## src/rtl/pattern_sequencer_pkg.sv

```systemverilog
// Shared state encoding and index-stepping helpers for the pattern sequencer.
package pattern_sequencer_pkg;

  typedef enum logic [1:0] {
    StIdle  = 2'd0,
    StRun   = 2'd1,
    StPause = 2'd2
  } state_e;

  // Next index for a step of a circular sequence of len entries.
  function automatic int unsigned idx_next(input int unsigned cur, input logic dir,
                                           input int unsigned len);
    if (dir) begin
      return (cur == 0) ? len - 1 : cur - 1;
    end
    return (cur == len - 1) ? 0 : cur + 1;
  endfunction

  function automatic logic idx_wraps(input int unsigned cur, input logic dir,
                                     input int unsigned len);
    return dir ? (cur == 0) : (cur == len - 1);
  endfunction

endpackage

```

## src/rtl/tick_divider.sv

```systemverilog
// Free-running 2^DIV_N divider; tick is registered and follows the counter's zero state.
module tick_divider #(
  parameter int unsigned DIV_N = 25
) (
  input  logic clk,
  input  logic rst,
  output logic tick_o
);

  logic [DIV_N-1:0] cnt_q;
  logic             tick_q;

  always_ff @(posedge clk) begin
    if (rst) begin
      cnt_q  <= '0;
      tick_q <= 1'b0;
    end else begin
      cnt_q  <= cnt_q + DIV_N'(1);
      tick_q <= (cnt_q == '0);
    end
  end

  assign tick_o = tick_q;

endmodule

```

## src/rtl/pattern_sequencer.sv

```systemverilog
// Steps through a loadable table of segment patterns on each divider tick.
// Define PATSEQ_BLANK_EN to insert a blank (all-ones) phase between patterns.
module pattern_sequencer
  import pattern_sequencer_pkg::*;
#(
  parameter int unsigned DIV_N   = 25,
  parameter int unsigned DISP_W  = 14,
  parameter int unsigned PAT_LEN = 16,
  localparam int unsigned IDX_W  = $clog2(PAT_LEN)
) (
  input  logic              clk,
  input  logic              rst,
  input  logic              run,
  input  logic              dir,
  input  logic              ld_valid,
  output logic              ld_ready,
  input  logic [IDX_W-1:0]  ld_addr,
  input  logic [DISP_W-1:0] ld_data,
  output logic [DISP_W-1:0] disp,
  output logic [IDX_W-1:0]  idx,
  output logic              wrap
);

  state_e              state_q, state_d;
  logic [IDX_W-1:0]    idx_q, idx_d;
  logic                phase_q, phase_d;
  logic                wrap_q, wrap_d;
  logic [DISP_W-1:0]   disp_q, disp_d;
  logic [DISP_W-1:0]   pat_q [PAT_LEN];

  logic                tick;
  logic                step;
  logic                advance;
  logic                ld_hit;
  logic [DISP_W-1:0]   pat_show;

  tick_divider #(
    .DIV_N(DIV_N)
  ) u_tick_divider (
    .clk   (clk),
    .rst   (rst),
    .tick_o(tick)
  );

  assign ld_ready = (state_q != StRun);
  // Out-of-range addresses complete the handshake but never touch the table.
  assign ld_hit   = ld_valid && ld_ready && (32'(ld_addr) < PAT_LEN);
  assign pat_show = phase_q ? '1 : ~pat_q[idx_q];

  always_comb begin
    state_d = state_q;
    idx_d   = idx_q;
    phase_d = phase_q;
    wrap_d  = 1'b0;
    disp_d  = disp_q;
    step    = 1'b0;
    advance = 1'b0;

    unique case (state_q)
      StIdle: begin
        disp_d = '1;
        if (run) state_d = StRun;
      end
      StRun: begin
        disp_d = pat_show;
        if (!run) begin
          state_d = StPause;
        end else if (tick) begin
          step = 1'b1;
        end
      end
      StPause: begin
        if (ld_hit && (ld_addr == idx_q)) disp_d = phase_q ? '1 : ~ld_data;
        if (run) state_d = StRun;
      end
      default: state_d = StIdle;
    endcase

`ifdef PATSEQ_BLANK_EN
    advance = step && phase_q;
    if (step) phase_d = ~phase_q;
`else
    advance = step;
`endif

    if (advance) begin
      idx_d  = IDX_W'(idx_next(32'(idx_q), dir, PAT_LEN));
      wrap_d = idx_wraps(32'(idx_q), dir, PAT_LEN);
    end
  end

  always_ff @(posedge clk) begin
    if (rst) begin
      state_q <= StIdle;
      idx_q   <= '0;
      phase_q <= 1'b0;
      wrap_q  <= 1'b0;
      disp_q  <= '1;
    end else begin
      state_q <= state_d;
      idx_q   <= idx_d;
      phase_q <= phase_d;
      wrap_q  <= wrap_d;
      disp_q  <= disp_d;
    end
  end

  always_ff @(posedge clk) begin
    if (rst) begin
      for (int i = 0; i < int'(PAT_LEN); i++) pat_q[i] <= '0;
    end else if (ld_hit) begin
      pat_q[ld_addr] <= ld_data;
    end
  end

  assign disp = disp_q;
  assign idx  = idx_q;
  assign wrap = wrap_q;

endmodule
```

## config.mk

```make
export PLATFORM = sky130hd
export DESIGN_NAME = pattern_sequencer
export DESIGN_NICKNAME = d
export VERILOG_FILES = /design/src/rtl/pattern_sequencer_pkg.sv /design/src/rtl/tick_divider.sv /design/src/rtl/pattern_sequencer.sv
export SDC_FILE = /design/constraint.sdc
export NUM_CORES = 1
export LEC_CHECK = 0
export ABC_AREA = 1
export BUFFER_PORTS_ARGS = -buffer_cell sky130_fd_sc_hd__buf_2
export CORE_UTILIZATION = 50
export CTS_BUF_LIST = sky130_fd_sc_hd__clkbuf_4
export CTS_CLUSTER_DIAMETER = 30
export DETAILED_ROUTE_END_ITERATION = 8
export PLACE_DENSITY_LB_ADDON = 0.25
export SYNTH_ARGS = -nofsm -noshare
export SYNTH_HDL_FRONTEND = slang
export SYNTH_SLANG_ARGS = --single-unit
```

## constraint.sdc

```tcl
create_clock -name clk -period 2 [get_ports clk]
set_input_delay 0.4 -clock clk [delete_from_list [all_inputs] [get_ports clk]]
set_output_delay 0.4 -clock clk [all_outputs]
set_load 0.005 [all_outputs]
```

**Yosys cells after proc, flatten, opt, wreduce, memory -nomap -nowiden**

Memory sizes are Yosys's and may differ from the RTL's. A register that Yosys moved wholly into a read port is not among the register bits.
Index checks and enable logic that the tools add are counted.

- Flip-flop bits (word level): 47
- Bits in writable memories: 224
- Output and inout bits: 20
- Logic and storage cells: 57
- Memories kept: 1

Memories:

| memory | depth | width | rd ports | clocked after Yosys merged registers in | wr ports | RTL line | source |
|---|---|---|---|---|---|---|---|
| pat_q | 16 | 14 | 1 | 1 | 16 | pattern_sequencer.sv:29 | `logic [DISP_W-1:0] pat_q [PAT_LEN];` |

- Add/subtract/negate cells: 3
- Equality and inequality tests: 8
- Mux-type cells: 25
- Bitwise gates (word level): 3
- Reductions and logical operators: 11

Operator list:

| cell | number |
|---|---|
| one-hot mux 14 bit (3 select lines) | 1 |
| 2-to-1 mux 14 bit | 2 |
| 2-to-1 mux 4 bit | 7 |
| NOT 14 bit | 2 |
| adder 25 x 1 -> 25 bit, second input constant | 1 |
| logical NOT 25 bit | 1 |
| OR reduction 14 bit | 1 |
| 2-to-1 mux 1 bit | 12 |
| adder 4 x 1 -> 4 bit, second input constant | 1 |
| equality test 4 bit | 1 |
| equality test 4 bit, second input constant | 1 |
| logical NOT 4 bit | 1 |
| 2-to-1 mux 2 bit | 2 |
| inequality test 2 x 1 -> 1 bit, second input constant | 2 |
| inequality test 2 bit, second input constant | 2 |
| one-hot mux 2 bit (2 select lines) | 1 |
| AND reduction 2 bit | 2 |
| OR reduction 2 bit | 2 |
| subtractor 4 x 1 -> 4 bit, second input constant | 1 |
| nonzero test 3 bit | 1 |
| equality test 2 x 1 -> 1 bit, second input constant | 1 |
| equality test 2 bit, second input constant | 1 |
| logical AND 1 bit | 2 |
| logical NOT 2 bit | 1 |
| NOT 1 bit | 1 |

**Depth between registers and ports, before layout**

Gate-level depths: netlist of the first run.

- Depth in word-level cells: 7
- Mapped depth: 13

**Hierarchy**

Synthesis of the first run repeated with hierarchy kept, for this count alone.

- Cell total of the unflattened synthesis: 1423
- Area, all modules: 12922.4 µm²

By module, submodules not included:

| module | times used | cells an instance | area each (µm²) | seq. area each (µm²) |
|---|---|---|---|---|
| pattern_sequencer | 1 | 1224 | 11498.5 | 7226.9 |
| tick_divider | 1 | 199 | 1423.9 | 520.5 |

**Worst setup path before layout of the first run**

OpenSTA, ideal clock, no wires.

- Kind: reg2reg
- Start point: register state_q[1]
- End point: memory pat_q[0][0] (enable)
- Library setup time: 0.361 ns
- Data arrival time: 1.774 ns
- Required time: 1.639 ns
- Slack: -0.135 ns
- Stages on the path, launching flop included: 10
- Buffers on the path: 2
- Clock period less this slack: 2.135 ns
- Cell sequence: dfxtp_1 -> inv_1 -> ha_1 -> buf_2 -> inv_2 -> nand3_4 -> nor3_4 -> nand2_2 -> buf_2 -> nand2_1

RTL lines:

| element | RTL line | source |
|---|---|---|
| start, declared | pattern_sequencer.sv:24 | `state_e state_q, state_d;` |
| start signal, assigned | pattern_sequencer.sv:94 | `state_q <= StIdle;` |
| start signal, assigned | pattern_sequencer.sv:100 | `state_q <= state_d;` |
| end, declared | pattern_sequencer.sv:29 |  |

**Worst setup path after layout of the first run**

- Start point: register state_q[1]
- End point: output port ld_ready

- Word-level cells in the longest chain between the ends: 1

RTL lines:

| element | RTL line | source |
|---|---|---|
| inequality test 2 x 1 -> 1 bit | pattern_sequencer.sv:45 | `assign ld_ready = (state_q != StRun);` |
| end, declared | pattern_sequencer.sv:16 | `output logic ld_ready,` |

No other way between the ends.

==> metrics, run 1 <==
largest net degree at the start of global routing 71; crit-path cells inv_1, ha_1, inv_2, buf_2; total power 14.4 mW; Worst slew margin 66.6%; CP max-delay cell dfxtp_2; RSZ-0062 raised after global routing false; hpwl dp 23,000 um; share of layout cells above drive strength 1 17.9%; pwr dens 971 nW/um^2; Top Ports 43; CP Capture Type primary output; register area 7750 sq um; CTS H-tree lvls 3; WP data required 1600 ps; Crit path buffers/inverters 3; grt ovf 0; Synth warnings 0; cell count after synthesis 1,429; CTS tree done; leading cell types in the layout, fill and taps excluded 389 x nand2_1, 266 x nor2_1, 224 x edfxtp_1; vias per inst 5.42; status finished, final reports clean; placer congestion estimate 0.956; critical path data arrival time 1500 ps; Max Fclk 525 MHz; core area 25,200 sq um; Tightest Hold Check Type in -> reg; initial core utilization 50.9%; first-pass iteration count of the detailed router 6; row count 58; Leak 6.10 nW; most common cell after layout, fill and taps aside nand2_1; CTS Buffer Depth 3; vias in the first global route 9,822; Area after DPL 13,800 sq um; Max Slew Vio Count 0; dominant cells by area after synthesis edfxtp_1 52%, nand2_1 11%, dfxtp_1 8.0%, nand3_1 7.8%, nor2_1 7.8%; DR WL/cell 17.6 um; final hold violations 0; worst-margin pin slew 501 ps; initial antenna violation count 2; Final setup viols 0; register area share after synthesis 60.4%; R2R setup slack 120 ps; antenna violation net count after detailed routing 0; Max-Cap Viols 0; clk sinks 275; final cell count without fillers 1,915; maximum fanout along the worst path 3; clk slew on worst S/H paths 60 ps; fillcell total 2,230; Num CTS Buffers 76; Tmin final 1900 ps; DR vias 10,400; CP startpoint kind flop; Area growth syn-to-layout 15.9%; detailed-route DRC error count 0; Cell variety after synth 34; Post-Syn Area 12,800 sq um; Worst Skew 39.4 ps; Tot GR Track Use 26.3%; Die X 162 um; post-route cell area 14,900 sq um; Die H 162 um; Post-CTS Hold Buffers 0; Root Buffer clkbuf_4; Synth Net Count 1,460; crit share post-route 95.2%; first-pass GRT wire length 52,100 um; die area 26,300 sq um; max incr delay on CP 340 ps; Synth top area share 52.4%; Layout Nets 1,564; syn avg cell area 8.98 sq um; DRT iter0 DRCs 1,026; Max rail drop VDD 407 uV; leading area contributor after synthesis edfxtp_1; Post-Route WL 33,800 um; flops & latches, synth 275; area of the multi-input gates 4410 sq um; IO Port Bufs 42; Crit path max-delay family flip-flops; Worst-Skew Late Latency 700 ps; CP Class reg -> out; placed cells 1,784
[worst paths after layout]
check / start / endpoint / cells after the start
max: state_q[1]$_SDFFE_PP0P_ / ld_ready / 4
min: ld_data[12] / pat_q[0][12]$_SDFFCE_PN0P_ / 3
max reg2reg: state_q[1]$_SDFFE_PP0P_ / pat_q[11][2]$_SDFFCE_PN0P_ / 8
min reg2reg: u_tick_divider.cnt_q[0]$_SDFF_PP0_ / u_tick_divider.cnt_q[0]$_SDFF_PP0_ / 1
[through the flow]
stage / utilization (%) / hold WS [ps] / setup WS, ps / TNS (ps)
5_1_grt: 59.1 / 59.2 / 1.07 / 0
2_1_floorplan: - / 417 / -135 / -30320
3_3_place_gp: 54.9 / 430 / 132 / 0
6_report: 59.1 / 93.6 / 95.4 / 0
4_1_cts: 59.0 / 42.7 / 37.4 / 0
3_5_place_dp: 54.9 / 436 / 92.1 / 0
[kinds of logic (layout without fill, tap and decap cells)]
logic type	after synthesis	count (layout)	synth area share, %
adder cells (fa/ha/maj)	8	8	0.780
AO/OA/AOI/OAI	77	77	3.35
other	0	1	0
XOR/XNOR	3	3	0.205
AND/OR/NAND/NOR	908	908	30.0
buffers and inverters	158	313	5.24
flip-flops	275	275	60.4
[per-layer routing]
layer  part of all wire, %  track usage (%)  vias to the layer above
li1                      -                -                     4989
met1                    42             35.5                     4908
met2                    48             42.0                      431
met3                   8.3             5.21                       53
met4                   2.1             9.73                        2
met5                 0.030                0                        -
[power by group]
group	total, mW	switching (mW)	internal (mW)	leakage, nW
clock network	5.39	2.31	3.07	0.601
registers	6.66	0.146	6.51	2.73
logic	2.39	1.61	0.788	2.76
[worst reg2reg max path, stage by stage (launching register included)]
cell	delay, ps
dfxtp_2	340
inv_1	70
ha_1	200
inv_2	100
nand3_4	130
nor3_4	350
nand2_2	100
nand2_1	130
buf_12	160
[what timing repair did]
action | 4_1_cts | 5_1_grt
resized for setup | 1 | 0
buffers inserted | 0 | 1
setup endpoints to repair | 1 | 1
[layout make-up]
cell class	count	share of cell area (%)
Clock buffer	112	5.65
Sequential cell	275	52.1
Multi-Input combinational cell	996	29.7
Antenna cell	1	0.0168
Inverter	70	1.80
Clock inverter	17	1.22
Timing Repair Buffer	114	6.73
Tap cell	330	2.78
[state kept, by name (all words and copies together) (netlist names), named ones only]
register and cells:
u_tick_divider.cnt_q 25, wrap 1, state_q 2, u_tick_divider.tick_o 1
disp 14, idx 4, pat_q 224
[cells in the mapped netlist, drive strengths merged]
cell type and count:
buf 58, inv 55, ha 8, nand4 10, o21ai 19, nand3b 1, nand2 409, a31oi 3
a21oi 54, xnor2 1, nor2 266, or2 1, o21a 1, clkbuf 30, nor4 4, clkinv 15
xor2 2, dfxtp 51, nor3 15, nand3 202, edfxtp 224
Note: power is estimated with default switching activity, not from simulation.
==> run 2: changes to the inputs <==
Clock period 2 ns to 2.2 ns, I/O delays scaled along.
==> run 2 against run 1 <==
Utilization decreased by 0.61 points. Combinational power fell by 11%. Count of clock-buffer cells in the layout is 1 lower. Worst setup slack better by 130 ps. Clock skew rose by 14 ps. Register-to-register slack improved by 150 ps. Global-route usage is 0.13 points lower. Die area unchanged. Total power decreased by 8.9%. Critical path type unchanged.
==> metrics, run 2 (synthesis gave the netlist of run 1 again) <==
DR WL/cell 17.4 um; initial antenna violation count 1; Clk network pwr share 37.8%; leading cell types in the layout, fill and taps excluded 389 x nand2_1, 266 x nor2_1, 224 x edfxtp_1; Top Ports 43; Tightest Hold Check Type in -> reg; post-CTS setup buffers 0; Area growth syn-to-layout 14.7%; Root Buffer clkbuf_4; internal power 9.39 mW; RSZ-0062 raised after global routing false; IO Port Bufs 42; maximum fanout along the worst path 3; Post-Route WL 33,400 um; grt ovf 0; Max Fclk 506 MHz; Tmin final 1980 ps; Final setup viols 0; CP startpoint kind flop; Post-Place Worst Slack 269 ps; Leak 6.03 nW; DR vias 10,400; hpwl dp 22,600 um; CTS Buffer Depth 3; sequential power share 46.0%; largest net degree at the start of global routing 79; Setup TNS Final 0 ps; status finished, final reports clean; CTS tree done; logic gate share of total power 16.2%; Die X 162 um; initial core utilization 50.9%; WP data required 1760 ps; fillcell total 2,219; first-pass GRT wire length 51,800 um; Die H 162 um; area of the multi-input gates 4410 sq um; total power 13.1 mW; CTS H-tree lvls 3; Layout Nets 1,558; worst-margin pin slew 536 ps; post-route cell area 14,700 sq um; clk slew on worst S/H paths 50 ps; detailed-route DRC error count 0; row count 58; Max Slew Vio Count 0; pwr dens 894 nW/um^2; P_sw 3.76 mW; Max-Cap Viols 0; CP Capture Type primary output; clk sinks 275; largest register by flop count pat_q; core area 25,200 sq um; DRT iter0 DRCs 1,126; share of layout cells above drive strength 1 17.7%; vias per inst 5.41; Max rail drop VDD 434 uV; max reg flops 224; vias in the first global route 9,690; antenna violation net count after detailed routing 0; Worst Skew 53.7 ps; Num CTS Buffers 75; CP Class reg -> out; Worst slew margin 64.2%; final worst-path setup slack 224 ps; Post-CTS Hold Buffers 0; most common cell after layout, fill and taps aside nand2_1; register area 7750 sq um; Worst-Skew Late Latency 720 ps; placer congestion estimate 0.928; Tot GR Track Use 26.1%; crit share post-route 89.8%; switching share of power 28.6%; die area 26,300 sq um; Area after DPL 13,600 sq um; critical path data arrival time 1540 ps; # resized after CTS 0; final hold violations 0; first-pass iteration count of the detailed router 5
-- run 2: cell types whose count changed in the layout (fill, tap and decap cells not counted), sizes merged --
cell,before,now
clkbuf,112,111
buf,114,109
clkinvlp,1,2
diode,1,5
clkinv,27,34
-- run 2: worst paths after layout --
path	slack, ps	endpoint	cells after the start	from
hold / removal	130	flop	3	dir
setup / recovery	220	ld_ready	4	state_q[1]$_SDFFE_PP0P_
setup reg to reg	270	pat_q[6][7]$_SDFFCE_PN0P_	8	state_q[1]$_SDFFE_PP0P_
hold reg to reg	440	u_tick_divider.cnt_q[0]$_SDFF_PP0_	1	u_tick_divider.cnt_q[0]$_SDFF_PP0_
-- run 2: metrics by stage --
| step | cells | utilization [%] | hold slack, ps |
|---|---|---|---|
| after floorplan | 1429 | - | 417 |
| after global placement | 1780 | 54.2 | 430 |
| after detailed placement | 1780 | 54.2 | 439 |
| after CTS | 1916 | 58.4 | 98.4 |
| after global routing | 1921 | 58.4 | 109 |
| final | 1921 | 58.4 | 133 |
-- run 2: critical path, stage by stage (launching register included) --
cell and delay, ps:
dfxtp_1 350, inv_1 90, ha_1 200, inv_2 90, buf_2 140
-- run 2: per-layer routing --
| metal | wire, um | track usage (%) | part of all wire, % |
|---|---|---|---|
| met5 | 0 | 0 | 0 |
| met3 | 3020 | 5.82 | 9.0 |
| met2 | 15100 | 40.0 | 45 |
| met4 | 1230 | 12.2 | 3.7 |
| met1 | 14100 | 35.5 | 42 |
-- run 2: area by class of cell --
type                            count  area share (%)
Clock inverter                     25            1.54
Multi-Input combinational cell    996            30.0
Tap cell                          330            2.81
Clock buffer                      111            5.66
Inverter                           70            1.82
Sequential cell                   275            52.7
Timing Repair Buffer              109            5.44
Antenna cell                        5          0.0850
-- run 2: power groups by stage --
stage / clock [mW] / sequential [mW] / combinational, mW
global placement: 0 / 6.15 / 2.07
finish: 4.97 / 6.05 / 2.13
detailed placement: 0 / 6.16 / 2.11
CTS: 5.04 / 6.05 / 2.12
global route: 5.30 / 6.08 / 2.38
floorplan: 0 / 6.14 / 1.41
==> run 3: changes to the inputs <==
Settings changed: PLACE_DENSITY from default to 0.76, PLACE_DENSITY_LB_ADDON 0.25 to default.
==> run 3 against run 2 <==
Total power shrank 2.3%. Fmax shrank 1.1%. First-iteration DRC count grew 0.36%. Wire length shrank 1.4%. Clock power shrank 5.8%. Utilization shrank 0.47 points. Count of clock-buffer cells in the layout is the same. Sequential share of layout area grew 0.42 points. Design area shrank 0.80%. Die area is the same. Clock skew shrank 1.8 ps. Worst hold slack is essentially flat. Critical path type unchanged. Largest power group unchanged.
==> metrics, run 3 (synthesis gave the netlist of run 1 again) <==
DR WL/cell 17.2 um; Reg2Reg Launch Point state_q[1]$_SDFFE_PP0P_; largest net degree at the start of global routing 113; Die X 162 um; Setup TNS Final 0 ps; placer congestion estimate 0.952; Max rail drop VDD 488 uV; first-pass iteration count of the detailed router 5; IO Port Bufs 42; fillcell total 2,093; Tmin final 2000 ps; Area growth syn-to-layout 13.8%; status finished, final reports clean; Max Slew Vio Count 0; RSZ-0062 raised after global routing false; crit-path cells inv_1, ha_1, inv_2, buf_2; max reg flops 224; most common cell after layout, fill and taps aside nand2_1; detailed-route DRC error count 0; core area 25,200 sq um; area of the multi-input gates 4410 sq um; first-pass GRT wire length 51,100 um; Worst-Skew Late Latency 680 ps; CP Capture Type primary output; hold_sp dir; share of layout cells above drive strength 1 17.6%; CTS H-tree lvls 3; Max-Cap Viols 0; hpwl dp 21,500 um; largest register by flop count pat_q; max incr delay on CP 360 ps; Final setup viols 0; Worst Hold Margin 133 ps; initial antenna violation count 1; critical path data arrival time 1560 ps; initial core utilization 50.9%; Layout Nets 1,557; WP data required 1760 ps; vias in the first global route 9,728; final worst-path setup slack 202 ps; Top Ports 43; clk sinks 275; Die H 162 um; row count 58; Tightest Hold Check Type in -> reg; Post-CTS Hold Buffers 0; DRT iter0 DRCs 1,130; maximum fanout along the worst path 3; worst-margin pin slew 557 ps; vias per inst 5.45; total power 12.8 mW; Root Buffer clkbuf_4; post-CTS setup buffers 0; leading cell types in the layout, fill and taps excluded 389 x nand2_1, 266 x nor2_1, 224 x edfxtp_1; # resized after CTS 0; CP max-delay cell dfxtp_1; CP startpoint kind flop; Leak 6.00 nW; antenna violation net count after detailed routing 0; Worst Skew 51.9 ps; Num CTS Buffers 76; die area 26,300 sq um; crit share post-route 90.8%; final hold violations 0; CTS tree done; clk slew on worst S/H paths 60 ps; CP Class reg -> out; DR vias 10,400; pwr dens 880 nW/um^2; Max Fclk 500 MHz; register area 7750 sq um; Final Core Density 58.0%; Post-Route WL 32,900 um; Post-Place Worst Slack 233 ps; grt ovf 0; CTS Buffer Depth 3; Worst slew margin 62.9%; Tot GR Track Use 25.6%; critical path startpoint state_q[1]$_SDFFE_PP0P_
==> run 3: metal layers <==
| layer | routed length [um] | GRT usage [%] | share of wire [%] | vias to the layer above |
|---|---|---|---|---|
| met5 | 0 | 0 | 0 | - |
| met4 | 1100 | 12.2 | 3.4 | 0 |
| met3 | 3410 | 4.95 | 10 | 84 |
| met2 | 15300 | 39.5 | 47 | 555 |
| met1 | 13100 | 34.8 | 40 | 4813 |
| li1 | - | - | - | 4981 |
==> run 3: final timing paths <==
kind / cells after the start / end / slack [ps]
setup reg to reg: 8 / pat_q[6][3]$_SDFFCE_PN0P_ / 210
hold / removal: 3 / flop / 130
hold reg to reg: 1 / u_tick_divider.cnt_q[0]$_SDFF_PP0_ / 450
setup / recovery: 4 / ld_ready / 200
==> run 3: power breakdown <==
group	leakage, nW	total, mW	internal, mW	switching, mW
registers	2.73	6.05	5.92	0.131
clock network	0.606	4.68	2.56	2.12
logic	2.66	2.12	0.661	1.45
==> run 3: metrics by stage <==
step | instance area [sq um] | cells
2_1_floorplan | 12800 | 1429
4_1_cts | 14600 | 1915
3_5_place_dp | 13600 | 1778
3_3_place_gp | 13600 | 1778
5_1_grt | 14600 | 1916
6_report | 14600 | 1916
==> run 3: final cells by class <==
class,count,share of cell area (%)
multi-input combinational,996,30.2
timing repair buffer,107,5.21
antenna,1,0.0171
clock inverter,26,1.09
tap,330,2.83
inverter,70,1.83
sequential,275,53.1
clock buffer,111,5.71
==> run 3: worst max-delay path: cells and delay by family (launching register included) <==
family	cells	cell delay, ps
buffers and inverters	3	320
flip-flops	1	360
adder cells (fa/ha/maj)	1	210
